**config.mk**
```make
export PLATFORM = sky130hd
export DESIGN_NAME = fxp_mul_scheduler
export DESIGN_NICKNAME = d
export VERILOG_FILES = /design/src/rtl/fxp_mul_scheduler.sv
export SDC_FILE = /design/constraint.sdc
export NUM_CORES = 1
export LEC_CHECK = 0
export BUFFER_PORTS_ARGS = -buffer_cell sky130_fd_sc_hd__buf_2
export CORE_AREA = 2 2 161 163
export CTS_BUF_LIST = sky130_fd_sc_hd__clkbuf_4 sky130_fd_sc_hd__clkbuf_8 sky130_fd_sc_hd__clkbuf_16
export DETAILED_ROUTE_END_ITERATION = 16
export DIE_AREA = 0 0 163 165
export PLACE_DENSITY = 0.7
export SETUP_SLACK_MARGIN = 0.4
export SYNTH_ARGS = -nofsm -noshare
export SYNTH_HDL_FRONTEND = slang
export SYNTH_SLANG_ARGS = --single-unit
```
**constraint.sdc**
```tcl
create_clock -name clk -period 3.2 [get_ports clk]
set_input_delay 0.8 -clock clk [delete_from_list [all_inputs] [get_ports clk]]
set_output_delay 0.8 -clock clk [all_outputs]
set_load 0.1 [all_outputs]
```
**src/rtl/fxp_mul_scheduler.sv**
```systemverilog
// Round-robin front end that time-shares one Q16.16 sign-magnitude multiplier between
// N_REQ requesters. Each operation runs to completion before the next grant.
module fxp_mul_scheduler #(
  parameter int unsigned N_REQ   = 4,
  parameter int unsigned DATA_W  = 32,
  parameter int unsigned MUL_LAT = 0,
  parameter int unsigned CNT_W   = 16
) (
  input  logic                       clk,
  input  logic                       rst,
  input  logic [N_REQ-1:0]           req_valid,
  input  logic [N_REQ*DATA_W-1:0]    req_a,
  input  logic [N_REQ*DATA_W-1:0]    req_b,
  output logic [N_REQ-1:0]           req_ready,
  output logic [DATA_W-1:0]          mul_a,
  output logic [DATA_W-1:0]          mul_b,
  input  logic [DATA_W-1:0]          mul_s,
  output logic                       resp_valid,
  input  logic                       resp_ready,
  output logic [DATA_W-1:0]          resp_data,
  output logic [$clog2(N_REQ)-1:0]   resp_id,
  output logic                       busy,
  output logic [CNT_W-1:0]           op_count
);

  localparam int unsigned ID_W  = $clog2(N_REQ);
  localparam int unsigned LAT_W = (MUL_LAT > 0) ? $clog2(MUL_LAT + 1) : 1;

  typedef enum logic [1:0] {StIdle, StBusy, StResp} state_e;

  state_e              state_q, state_d;
  logic [ID_W-1:0]     ptr_q, ptr_d;
  logic [ID_W-1:0]     id_q, id_d;
  logic [LAT_W-1:0]    cnt_q, cnt_d;
  logic [DATA_W-1:0]   a_q, a_d, b_q, b_d, res_q, res_d;
  logic [CNT_W-1:0]    count_q, count_d;

  logic [DATA_W-1:0]   a_arr [N_REQ];
  logic [DATA_W-1:0]   b_arr [N_REQ];

  for (genvar g = 0; g < N_REQ; g++) begin : gen_unpack
    assign a_arr[g] = req_a[g*DATA_W +: DATA_W];
    assign b_arr[g] = req_b[g*DATA_W +: DATA_W];
  end

  // Rotate valids so bit 0 is the pointer position, pick the lowest set bit, rotate back.
  logic [2*N_REQ-1:0]  dbl;
  logic [N_REQ-1:0]    rot;
  logic [ID_W-1:0]     off;
  logic [ID_W:0]       sum;
  logic [ID_W-1:0]     grant;
  logic                any_valid;

  always_comb begin
    dbl       = {req_valid, req_valid} >> ptr_q;
    rot       = dbl[N_REQ-1:0];
    any_valid = |req_valid;
    off       = '0;
    for (int i = N_REQ - 1; i >= 0; i--) begin
      if (rot[i]) off = ID_W'(i);
    end
    sum = {1'b0, ptr_q} + {1'b0, off};
    if (sum >= (ID_W+1)'(N_REQ)) sum = sum - (ID_W+1)'(N_REQ);
    grant = sum[ID_W-1:0];
  end

  always_comb begin
    state_d   = state_q;
    ptr_d     = ptr_q;
    id_d      = id_q;
    cnt_d     = cnt_q;
    a_d       = a_q;
    b_d       = b_q;
    res_d     = res_q;
    count_d   = count_q;
    req_ready = '0;
    unique case (state_q)
      StIdle: begin
        if (any_valid) begin
          req_ready = N_REQ'(1) << grant;
          a_d       = a_arr[grant];
          b_d       = b_arr[grant];
          id_d      = grant;
          cnt_d     = '0;
          state_d   = StBusy;
        end
      end
      StBusy: begin
        if (cnt_q == LAT_W'(MUL_LAT)) begin
          res_d   = mul_s;
          state_d = StResp;
        end else begin
          cnt_d = cnt_q + 1'b1;
        end
      end
      StResp: begin
        if (resp_ready) begin
          state_d = StIdle;
          ptr_d   = (id_q == ID_W'(N_REQ - 1)) ? '0 : id_q + 1'b1;
          if (count_q != '1) count_d = count_q + 1'b1;
        end
      end
      default: state_d = StIdle;
    endcase
  end

  always_ff @(posedge clk) begin
    if (rst) begin
      state_q <= StIdle;
      ptr_q   <= '0;
      id_q    <= '0;
      cnt_q   <= '0;
      a_q     <= '0;
      b_q     <= '0;
      res_q   <= '0;
      count_q <= '0;
    end else begin
      state_q <= state_d;
      ptr_q   <= ptr_d;
      id_q    <= id_d;
      cnt_q   <= cnt_d;
      a_q     <= a_d;
      b_q     <= b_d;
      res_q   <= res_d;
      count_q <= count_d;
    end
  end

  assign mul_a      = a_q;
  assign mul_b      = b_q;
  assign resp_valid = (state_q == StResp);
  assign resp_data  = res_q;
  assign resp_id    = id_q;
  assign busy       = (state_q != StIdle);
  assign op_count   = count_q;

endmodule

```
Word level (Yosys, flattened, before mapping)
Index checks and enable logic that the tools add are counted.
{"block": "totals", "reg_bits": 119, "latchBits": 0, "mem_bits_rw": 0, "romBits": 0, "out_inout_bits": 120, "elab_cells": 57, "memories": 0}
{"block": "op_classes", "addsub": 5, "n_mul": 0, "n_div": 0, "magnitude_cmp": 2, "n_eq_ne": 7, "n_shift": 2, "n_mux": 21, "bitwise_logic": 2, "n_reduce_logical": 10}
{"op": "binary-select mux 32 bit (select 2 bit)", "n": 2}
{"op": "two-way mux 32 bit", "n": 4}
{"op": "two-way mux 2 bit", "n": 9}
{"op": "adder 16 x 1 -> 16 bit (second input constant)", "n": 1}
{"op": "!= test 16 bit (second input constant)", "n": 1}
{"op": "two-way mux 4 bit", "n": 2}
{"op": "AND reduction 2 bit", "n": 4}
{"op": "right shift 8 x 2 -> 4 bit", "n": 1}
{"op": ">= comparator 3 bit (second input constant)", "n": 2}
{"op": "case mux 2 bit (3 select lines)", "n": 1}
{"op": "AND reduction 3 bit", "n": 2}
{"op": "== test 2 bit (second input constant)", "n": 2}
{"op": "!= test 2 bit (second input constant)", "n": 2}
{"op": "nonzero test 2 bit", "n": 2}
{"op": "OR reduction 4 bit", "n": 1}
{"op": "<< shifter 1 x 2 -> 4 bit (first input constant)", "n": 1}
{"op": "adder 2 x 2 -> 3 bit", "n": 1}
{"op": "inverter 2 -> 3 bit", "n": 1}
{"op": "adder 2 x 1 -> 2 bit (second input constant)", "n": 1}
{"op": "== test 2 x 1 -> 1 bit (second input constant)", "n": 1}
{"op": "logical NOT 2 bit", "n": 1}
{"op": "two-way mux 1 bit", "n": 2}
{"op": "!= test 2 x 1 -> 1 bit (second input constant)", "n": 1}
{"op": "case mux 1 bit (2 select lines)", "n": 1}
{"op": "other kinds (3)", "n": 3}

Depth between registers and ports, before layout
{"block": "depth", "ltp_word": 12, "depth_mapped": 11}

Worst setup path after synthesis
OpenSTA, ideal clock, no wires.
{"block": "synth_path", "kind": "input -> output", "from": "input req_valid[2]", "to": "output req_ready[0]", "t_arrival_ns": 4.395, "required_ns": 2.400, "slack_ns": -1.995, "cell_stages": 8, "n_path_buf": 4, "cell_sequence": "buf_2 or4_1 o211ai_1 ha_1 clkbuf_1 buf_2 buf_1 nor3_1"}
{"block": "synth_between", "elab_chain_cells": 11}
{"element": "from (decl)", "line": "11", "rtl": "input logic [N_REQ-1:0] req_valid,"}
{"element": "right shift 8 x 2 -> 4 bit *", "line": "55", "rtl": "dbl = {req_valid, req_valid} >> ptr_q;"}
{"element": "two-way mux 2 bit (3 in series)", "line": "60", "rtl": "if (rot[i]) off = ID_W'(i);"}
{"element": "two-way mux 2 bit *", "line": "60"}
{"element": "adder 2 x 2 -> 3 bit *", "line": "62", "rtl": "sum = {1'b0, ptr_q} + {1'b0, off};"}
{"element": ">= comparator 3 bit / subtractor 2 x 1 -> 2 bit (equally long branches)", "line": "63", "rtl": "if (sum >= (ID_W+1)'(N_REQ)) sum = sum - (ID_W+1)'(N_REQ);"}
{"element": "two-way mux 2 bit *", "line": "63"}
{"element": "named net sum[0]", "line": "50", "rtl": "logic [ID_W:0] sum;"}
{"element": "<< shifter 1 x 2 -> 4 bit *", "line": "80", "rtl": "req_ready = N_REQ'(1) << grant;"}
{"element": "two-way mux 4 bit *", "line": "79", "rtl": "if (any_valid) begin"}
{"element": "two-way mux 4 bit *", "line": "77", "rtl": "unique case (state_q)"}
{"element": "to (decl)", "line": "14", "rtl": "output logic [N_REQ-1:0] req_ready,"}
The timed path passes the listed nets; every way through them passes the cells marked *.

Worst setup path after layout
{"block": "layout_path", "from": "input req_valid[2]", "to": "output req_ready[2]"}
{"block": "layout_between", "elab_chain_cells": 11}
{"element": "right shift 8 x 2 -> 4 bit", "line": "55"}
{"element": "two-way mux 2 bit (4 in series)", "line": "60"}
{"element": "adder 2 x 2 -> 3 bit", "line": "62"}
{"element": ">= comparator 3 bit / subtractor 2 x 1 -> 2 bit (equally long branches)", "line": "63"}
{"element": "two-way mux 2 bit", "line": "63"}
{"element": "<< shifter 1 x 2 -> 4 bit", "line": "80"}
{"element": "two-way mux 4 bit *", "line": "79"}
{"element": "two-way mux 4 bit *", "line": "77"}
Every way passes the cells marked *; elsewhere a longest branch is shown, timed or not.

==> results_dict.tcl <==
set metrics [dict create \
    yosys.area.top_type_share_pct 33.5 \
    drv_cap 0 \
    port_buffers 414 \
    violations "setup timing" \
    rsz0062_at_grt "yes" \
    nNetsFinal 1529 \
    fin_area_um2 12300 \
    place.gp.congestion 0.873 \
    synth_seq_cells 118 \
    post-route-min-period_ps 3350 \
    dpl_cell_area_um2 9740 \
    synth_common_cells "nand2_1, a221oi_1, mux2_2, dfxtp_1, o21ai_1" \
    hold_violations 0 \
    cp-start-kind "input pin" \
    skew_ps 14.7 \
    yosysSeqAreaShare_pct 33.5 \
    synth_ff_type "dfxtp_1" \
    place_ws_ps -324 \
    ctsHoldBuffers 0 \
    grt_max_degree 67 \
    drv_slew 0 \
    setup_violations 4 \
    drt_wl_total_um 30000 \
    grtUsageTotal_pct 19.9 \
    die_h_um 165 \
    drc 0 \
    gr-total-overflow 0 \
    antenna_found_initial 4 \
    ios 415 \
    die_w_um 163 \
    cts_root_buf "clkbuf_16" \
    syn_nets 1104 \
    clockBufferDepth 2 \
    synth_most_common_cell "nand2_1" \
    setup_slack_ps -153 \
    die_area_um2 26900 \
    antenna_left 0 \
    seqCellArea_um2 2360 \
    status "finished, violations left" \
    path_clk_slew_ps 60 \
    yosys.area.top_type "dfxtp_1" \
    clk_latency_ps 420 \
    relSlewSlack_pct 7.23 \
    worst_slew_pin_slew_ps 1390 \
    total_power_uw 7440 \
    rows 58 \
    syn_area_um2 7040 \
    vias 8205 \
    vdd_drop_max_uv 395 \
    fillCellCount 2305 \
    p_leak_uw 0.00526 \
    critPathMaxFanout 4 \
    cts_buffers 17 \
    synth-edff-count 0 \
    htree_levels 4 \
    crit_required_ps 2400 \
    synth_area_leaders "dfxtp_1, mux2_2, a221oi_1, nand2_1, o21ai_1" \
    layout-drive-gt1-share_pct 64.4 \
    path_class "input pin to primary output" \
    hpwl_um 19200 \
    finalCritPeriodShare_pct 105 \
    hold_class "flop to flop" \
    syn2layout_area_growth_pct 74.5 \
    coreArea_um2 25000 \
    p_per_area_nw_per_um2 605 \
    fmax_mhz 298 \
    cp.arrival_ps 2550 \
    grt_pass1_vias 7953 \
    syn_area_per_cell_um2 8.74 \
    routed_via_density 5.20 \
    multi_input_area_um2 5570 \
    yosysWarnings 0 \
    drt_first_pass_iters 5 \
    grt_pass1_wl_um 42000 \
    cts_tree "built" \
    drtIter0Drc 574 \
    synthArstFlopShare_pct 0 \
    yosysUniqueCellTypes 47 \
    wl_per_cell_um 19.0 \
    cts.sinks 118 \
    initial_core_util_pct 28.1 \
    end_kind "primary output" \
    syn_inst 806 \
]
-- final cells by class --
class                   count  area share, %
repair buffers            488           26.9
clock buffers              17           3.46
multi-input cells         602           45.3
diodes                      5          0.102
well taps                 330           3.36
flip-flops and latches    118           19.2
clock inverters            15           1.48
inverters                   4          0.142
-- final timing paths --
path                              startpoint           end  slack, ps  depth (start not counted)
worst max-delay path            req_valid[2]  req_ready[2]       -150                          9
worst min register to register      mul_b[1]      mul_b[1]        450                          2
worst max register to register      ptr_q[0]     mul_a[14]        230                         14
worst min-delay path                mul_b[1]      mul_b[1]        450                          2
-- cells in the final DEF, fill, tap and decap left out, types with 4 or more instances in the layout --
master     netlist  final
buf_2           30    406
nand2_1        137    137
mux2_2         128    128
dfxtp_1        118    117
a221oi_2         0     98
o21ai_1         64     64
a21oi_1         39     39
buf_4            6     33
a221oi_4         0     29
clkbuf_16        0     24
nor2_1          25     23
buf_12           0     19
buf_16           0     12
xnor2_1         12      9
nor3_1          12      9
inv_6            0      6
buf_6            0      6
diode_2          0      5
nand3_1          5      5
buf_8            0      5
nor2_4           0      4
nand4_1          4      4
inv_8            0      4
-- state kept, by name (all words and copies together), names as in the netlist --
register and cells:
op_count 16, mul_b 32, mul_a 32, ptr_q 2, resp_id 2, state_q 2
resp_data 32
-- routing by layer --
metal	vias to the layer above	global-route usage (%)	share of wire, %	routed length (µm)
met5	-	0	0	0
met4	0	6.84	1.8	526
met3	34	4.12	6.0	1800
met2	309	35.9	51	15400
met1	3911	23.5	41	12300
li1	3951	-	-	-
-- worst max-delay path, stage by stage --
cell      delay (ps)
buf_8            100
or4_4            490
o211ai_1         210
ha_4             220
xnor2_4           70
buf_12           140
xnor2_4          160
nor3_4           160
buf_12           200
-- logic make-up after synthesis --
logic type,Yosys count,synth area share [%]
AOI/OAI and AO/OA,246,24.9
xor gates and xnor gates,14,1.74
adders and majority gates,3,0.533
buffers and inverters,86,5.43
DFF,118,33.5
muxes,128,20.5
and+or+nand+nor,211,13.4
-- through the flow --
stage	hold WS [ps]	setup TNS, ps	instances	utilization [%]
floorplan	628	-1440	806	-
global placement	434	-4280	1507	38.9
detailed placement	438	-8640	1507	38.9
CTS	446	-605	1557	46.3
global route	462	-773	1578	49.1
finish	445	-464	1579	49.1
-- timing repair --
item                       4_1_cts  5_1_grt
buffers inserted                 8        9
gates resized for setup        140       63
pin swaps                       37       79
cloned                          10        8
setup endpoints to repair       68       68
-- report_power, final --
part / switching (µW) / leakage (µW) / internal [µW]
Sequential: 103 / 0.000976 / 1670
Combinational: 2510 / 0.00399 / 1140
Clock: 831 / 0.000294 / 1190
No activity file was read; power rests on OpenSTA's default activity.
